==> src/rtl/bitwise_logic_unit.sv <==
// Bitwise op unit with optional multi-beat fold and zero/all-ones flags; result registered 1 cycle after closing beat.
// Backpressure: in_ready = !out_valid || out_ready, so a held result stalls input; drain and new beat may share a cycle.
module bitwise_logic_unit #(
  parameter int WIDTH = 2,
  parameter int CNT_W = 4
) (
  input  logic             clk,
  input  logic             reset,
  input  logic             in_valid,
  output logic             in_ready,
  input  logic [WIDTH-1:0] in_a,
  input  logic [WIDTH-1:0] in_b,
  input  logic [2:0]       in_op,
  input  logic             in_acc,
  input  logic             in_last,
  output logic             out_valid,
  input  logic             out_ready,
  output logic [WIDTH-1:0] out_data,
  output logic             out_zero,
  output logic             out_ones,
  output logic [CNT_W-1:0] out_count
);

  typedef enum logic [1:0] {IDLE, ACCUM, OUT} state_t;

  state_t           state_q, state_d;
  logic [WIDTH-1:0] acc_q, acc_d, data_q, data_d;
  logic [CNT_W-1:0] cnt_q, cnt_d, ocnt_q, ocnt_d;
  logic [2:0]       op_q, op_d;
  logic             zero_q, zero_d, ones_q, ones_d;
  logic             accept, closes;
  logic [2:0]       eff_op;
  logic [WIDTH-1:0] r, folded;
  logic [CNT_W-1:0] cnt_inc;

  function automatic logic [WIDTH-1:0] apply_op(input logic [2:0] op,
                                                input logic [WIDTH-1:0] a,
                                                input logic [WIDTH-1:0] b);
    case (op)
      3'd0:    apply_op = a & b;
      3'd1:    apply_op = a | b;
      3'd2:    apply_op = a ^ b;
      3'd3:    apply_op = ~(a & b);
      3'd4:    apply_op = ~(a | b);
      3'd5:    apply_op = ~(a ^ b);
      3'd6:    apply_op = a & ~b;
      default: apply_op = a;
    endcase
  endfunction

  // Inverted ops fold with their base operator; PASSA keeps the latest beat.
  function automatic logic [WIDTH-1:0] fold_op(input logic [2:0] op,
                                               input logic [WIDTH-1:0] acc,
                                               input logic [WIDTH-1:0] rv);
    case (op)
      3'd0, 3'd3, 3'd6: fold_op = acc & rv;
      3'd1, 3'd4:       fold_op = acc | rv;
      3'd2, 3'd5:       fold_op = acc ^ rv;
      default:          fold_op = rv;
    endcase
  endfunction

  assign in_ready  = (state_q != OUT) || out_ready;
  assign accept    = in_valid && in_ready;
  assign closes    = in_last || !in_acc;
  assign eff_op    = (state_q == ACCUM) ? op_q : in_op;
  assign r         = apply_op(eff_op, in_a, in_b);
  assign folded    = fold_op(op_q, acc_q, r);
  assign cnt_inc   = (cnt_q == '1) ? cnt_q : cnt_q + CNT_W'(1);

  assign out_valid = (state_q == OUT);
  assign out_data  = data_q;
  assign out_zero  = zero_q;
  assign out_ones  = ones_q;
  assign out_count = ocnt_q;

  always_comb begin
    state_d = state_q;
    acc_d   = acc_q;
    cnt_d   = cnt_q;
    op_d    = op_q;
    data_d  = data_q;
    ocnt_d  = ocnt_q;
    zero_d  = zero_q;
    ones_d  = ones_q;
    case (state_q)
      IDLE, OUT: begin
        if (state_q == OUT && out_ready) state_d = IDLE;
        if (accept) begin
          if (closes) begin
            data_d  = r;
            ocnt_d  = CNT_W'(1);
            zero_d  = (r == '0);
            ones_d  = (r == '1);
            state_d = OUT;
          end else begin
            acc_d   = r;
            cnt_d   = CNT_W'(1);
            op_d    = in_op;
            state_d = ACCUM;
          end
        end
      end
      ACCUM: begin
        if (accept) begin
          if (closes) begin
            data_d  = folded;
            ocnt_d  = cnt_inc;
            zero_d  = (folded == '0);
            ones_d  = (folded == '1);
            state_d = OUT;
          end else begin
            acc_d = folded;
            cnt_d = cnt_inc;
          end
        end
      end
      default: state_d = IDLE;
    endcase
  end

  always_ff @(posedge clk) begin
    if (reset) begin
      state_q <= IDLE;
      acc_q   <= '0;
      cnt_q   <= '0;
      op_q    <= '0;
      data_q  <= '0;
      ocnt_q  <= '0;
      zero_q  <= 1'b0;
      ones_q  <= 1'b0;
    end else begin
      state_q <= state_d;
      acc_q   <= acc_d;
      cnt_q   <= cnt_d;
      op_q    <= op_d;
      data_q  <= data_d;
      ocnt_q  <= ocnt_d;
      zero_q  <= zero_d;
      ones_q  <= ones_d;
    end
  end

endmodule

==> config.mk <==
export PLATFORM = sky130hd
export DESIGN_NAME = bitwise_logic_unit
export DESIGN_NICKNAME = d
export VERILOG_FILES = /design/src/rtl/bitwise_logic_unit.sv
export SDC_FILE = /design/constraint.sdc
export NUM_CORES = 1
export LEC_CHECK = 0
export ABC_AREA = 0
export BUFFER_PORTS_ARGS = -buffer_cell sky130_fd_sc_hd__buf_4
export CORE_UTILIZATION = 50
export CTS_CLUSTER_DIAMETER = 150
export DETAILED_ROUTE_END_ITERATION = 10
export GPL_TIMING_DRIVEN = 1
export PLACE_DENSITY_LB_ADDON = 0.05
export SYNTH_ARGS = -nofsm -noshare
export SYNTH_HDL_FRONTEND = slang
export SYNTH_SLANG_ARGS = --single-unit
==> constraint.sdc <==
create_clock -name clk -period 3.85 [get_ports clk]
set_clock_uncertainty 0.2 [all_clocks]
set_input_delay 0.77 -clock clk [delete_from_list [all_inputs] [get_ports clk]]
set_output_delay 0.77 -clock clk [all_outputs]
set_load 0.01 [all_outputs]
==> out/metrics.yaml <==
status:
  status: "finished, violations left"
  violations: "design-rule violations"
layout:
  final_util_pct: 61.03
  layout_common_cells: "nand2_1, buf_4, a21oi_1"
  area_growth_pct: 12.47
  drive_gt1_share_pct: 17.29
  diodes: 0
  fin_area_um2: 1727
  nets: 237
  final_common_cell: "nand2_1"
floorplan:
  coreArea_um2: 2829
  rows: 19
  die_h_um: 57.41
  die_area_um2: 3296
  die_w_um: 57.41
  initial_utilization_pct: 54.27
  ios: 23
synthesis:
  synth_warnings: 0
  synth-seq-area-share_pct: 24.78
  syn_area_per_cell_um2: 7.754
  syn_inst: 198
  syn_nets: 220
  synth_area_leader_cell: "dfxtp_1"
  syn-cell-area_um2: 1535
  ys_ff_latch: 19
  yosys.cell_types.count: 52
  ys.flop_type: "dfxtp_1"
  synth_top_area_share_pct: 24.78
  synthTopCellsByArea: "dfxtp_1, ha_1, a21oi_1, nand2_1, mux2i_1"
  synth_edf_count: 0
  synthArstFlopShare_pct: 0
worst_setup_path:
  cpMaxStageDelayCell: "dfxtp_1"
  slowest_delay_ns: 0.56
  crit_chain: "and2b_4, mux4_2, nand2_1, o221ai_2, nor2_1, a21oi_1, ha_1, mux2i_1, o22ai_1, a21oi_1, o32ai_1, a21oi_2, a211oi_1"
  crit_type: "reg2reg"
  cp-start-kind: "flop"
  critPathMostFrequentCell: "a21oi_1"
  worst-path-max-fanout: 14
  crit_buf_inv: 0
  required_ns: 3.82
  critPathTopFamily: "compound AO/OA/AOI/OAI gates"
  cp.arrival_ns: 3.44
  end_kind: "flop"
  reg2reg_depth: 13
  cp.depth: 13
timing:
  worstMarginPinSlew_ns: 0.8590
  hold_violations: 0
  finalSetupViolCount: 0
  fin_tns_setup_ns: 0
  holdWs_ns: 0.2675
  timing.fmax_mhz: 288.2
  period_share_pct: 90.12
  fin_crit_ns: 3.470
  finalMaxSlewViolations: 0
  maxSlewHeadroom_pct: 42.73
  rsz0062_at_grt: "false"
clock_network:
  cts_setup_buffers: 0
  cts_sinks: 19
  cts.reportedPaths.clkPinSlew_ns: 0.12
  htreeDepth: 1
  postCtsHoldBufs: 0
  clkLatencyLatePin_ns: 0.30
  ctsResizeCount: 0
  clockBufferDepth: 2
  clock-root-buffer: "clkbuf_4"
  numCtsBuffers: 3
  cts_tree: "done"
drt:
  dr_wl_met2_um: 1717
  drc_errors: 2
  wl_met1_um: 1721
  drtIter0Drc: 51
  ant_nets: 0
  dr.pass1.iters: 8
  wl_um: 3781
  vias_per_cell: 6.331
  post_drt_wl_per_cell_um: 15.43
  vias: 1551
  dr_wl_met3_um: 281
  maxUsedRoutingLayer: "met4"
global_route:
  grt.total_usage_pct: 24.79
  grt.overflow.total: 0
  grt_pass1_vias: 1384
  antenna_found_initial: 0
  grt_max_degree: 22
  grt_pass1_wl_um: 6354
place:
  gp_congestion: 0.9326
  dp.final_hpwl_um: 2874
  dpl_cell_area_um2: 1699
  io_buffer_count: 22
hold_path:
  hold_class: "reg2reg"
  hold-path-cell-count: 2
power_and_ir_drop:
  p_per_area_nw_per_um2: 268.2
  p_leak_nw: 0.6972
  irDropWorstVdd_mv: 0.2011
flow_run:
  maxCapViolCount: 0
==> path summary, 6_finish.rpt <==
kind / slack [ns] / to / startpoint
setup / recovery: 0.38 / acc_q[1] / state_q[0]
setup reg to reg: 0.38 / acc_q[1] / state_q[0]
hold reg to reg: 0.27 / out_count[1] / out_count[1]
hold / removal: 0.27 / out_count[1] / out_count[1]
==> sequential cells by signal, summed over array words and instances, names as in the netlist <==
register   flops
cnt_q          4
out_count      4
op_q           3
acc_q          2
out_data       2
state_q        2
out_ones       1
out_zero       1
==> tightest hold or removal path, delay by kind of cell (launching register included) <==
family,cells,cell delay (ns)
and+or+nand+nor,1,0.05
DFF,1,0.33
AOI/OAI and AO/OA,1,0.05
==> cells in the mapped netlist (2+ instances only) <==
| library cell | number |
|---|---|
| buf_2 | 5 |
| clkbuf_1 | 4 |
| nand3b_1 | 2 |
| a21oi_1 | 20 |
| nor2b_1 | 2 |
| a211oi_1 | 4 |
| o21ai_0 | 4 |
| nand3_1 | 10 |
| o21a_1 | 4 |
| nand2b_1 | 7 |
| o211ai_1 | 2 |
| a211o_1 | 2 |
| o32ai_1 | 3 |
| mux2i_1 | 7 |
| dfxtp_1 | 19 |
| o22ai_1 | 2 |
| buf_1 | 2 |
| nor2_1 | 18 |
| a31oi_1 | 2 |
| xnor2_1 | 2 |
| ha_1 | 9 |
| nor3_1 | 3 |
| inv_1 | 9 |
| or3_1 | 2 |
| nand2_1 | 24 |
| o2111ai_1 | 3 |
| or2_1 | 2 |
==> report_power, final <==
| part | leakage (nW) | switching, W | total [W] | internal, W |
|---|---|---|---|---|
| logic | 0.525 | 0.0000770 | 0.000140 | 0.0000634 |
| clock network | 0.0177 | 0.0000677 | 0.000106 | 0.0000388 |
| registers | 0.155 | 0.0000113 | 0.000216 | 0.000205 |
| total | 0.697 | 0.000156 | 0.000463 | 0.000307 |
==> cells by family after synthesis <==
kind of cell | after synthesis | synth area share (%)
buffers and inverters | 20 | 5.297
adder cells (fa/ha/maj) | 9 | 7.335
AND/OR/NAND/NOR | 80 | 26.57
AO/OA/AOI/OAI | 58 | 26.41
flip-flops | 19 | 24.78
multiplexers | 10 | 8.476
XOR/XNOR | 2 | 1.141
==> stage by stage <==
stage | setup WS (ns) | power, W | std cells
after floorplan | 0.7356 | 0.0003149 | 198
after global placement | 0.3552 | 0.0003555 | 241
after detailed placement | 0.2772 | 0.0003594 | 241
after CTS | 0.4096 | 0.0004620 | 245
after global routing | 0.1615 | 0.0004877 | 245
final | 0.3804 | 0.0004631 | 245
==> per-layer routing <==
metal  vias up  track usage [%]
met5         -                0
met4         0            6.620
met3         8            5.215
met2        70            38.21
met1       714            35.06
li1        759                -
==> area by class of cell <==
type                            instances  area [um2]
Clock inverter                          1       5.005
Timing Repair Buffer                   23       172.7
Clock buffer                            3       22.52
Multi-Input combinational cell        159        1074
Fill cell                             257        1102
Tap cell                               31       38.79
Inverter                                9       33.78
Sequential cell                        19       380.4
Power figures use the tool's default switching activity.
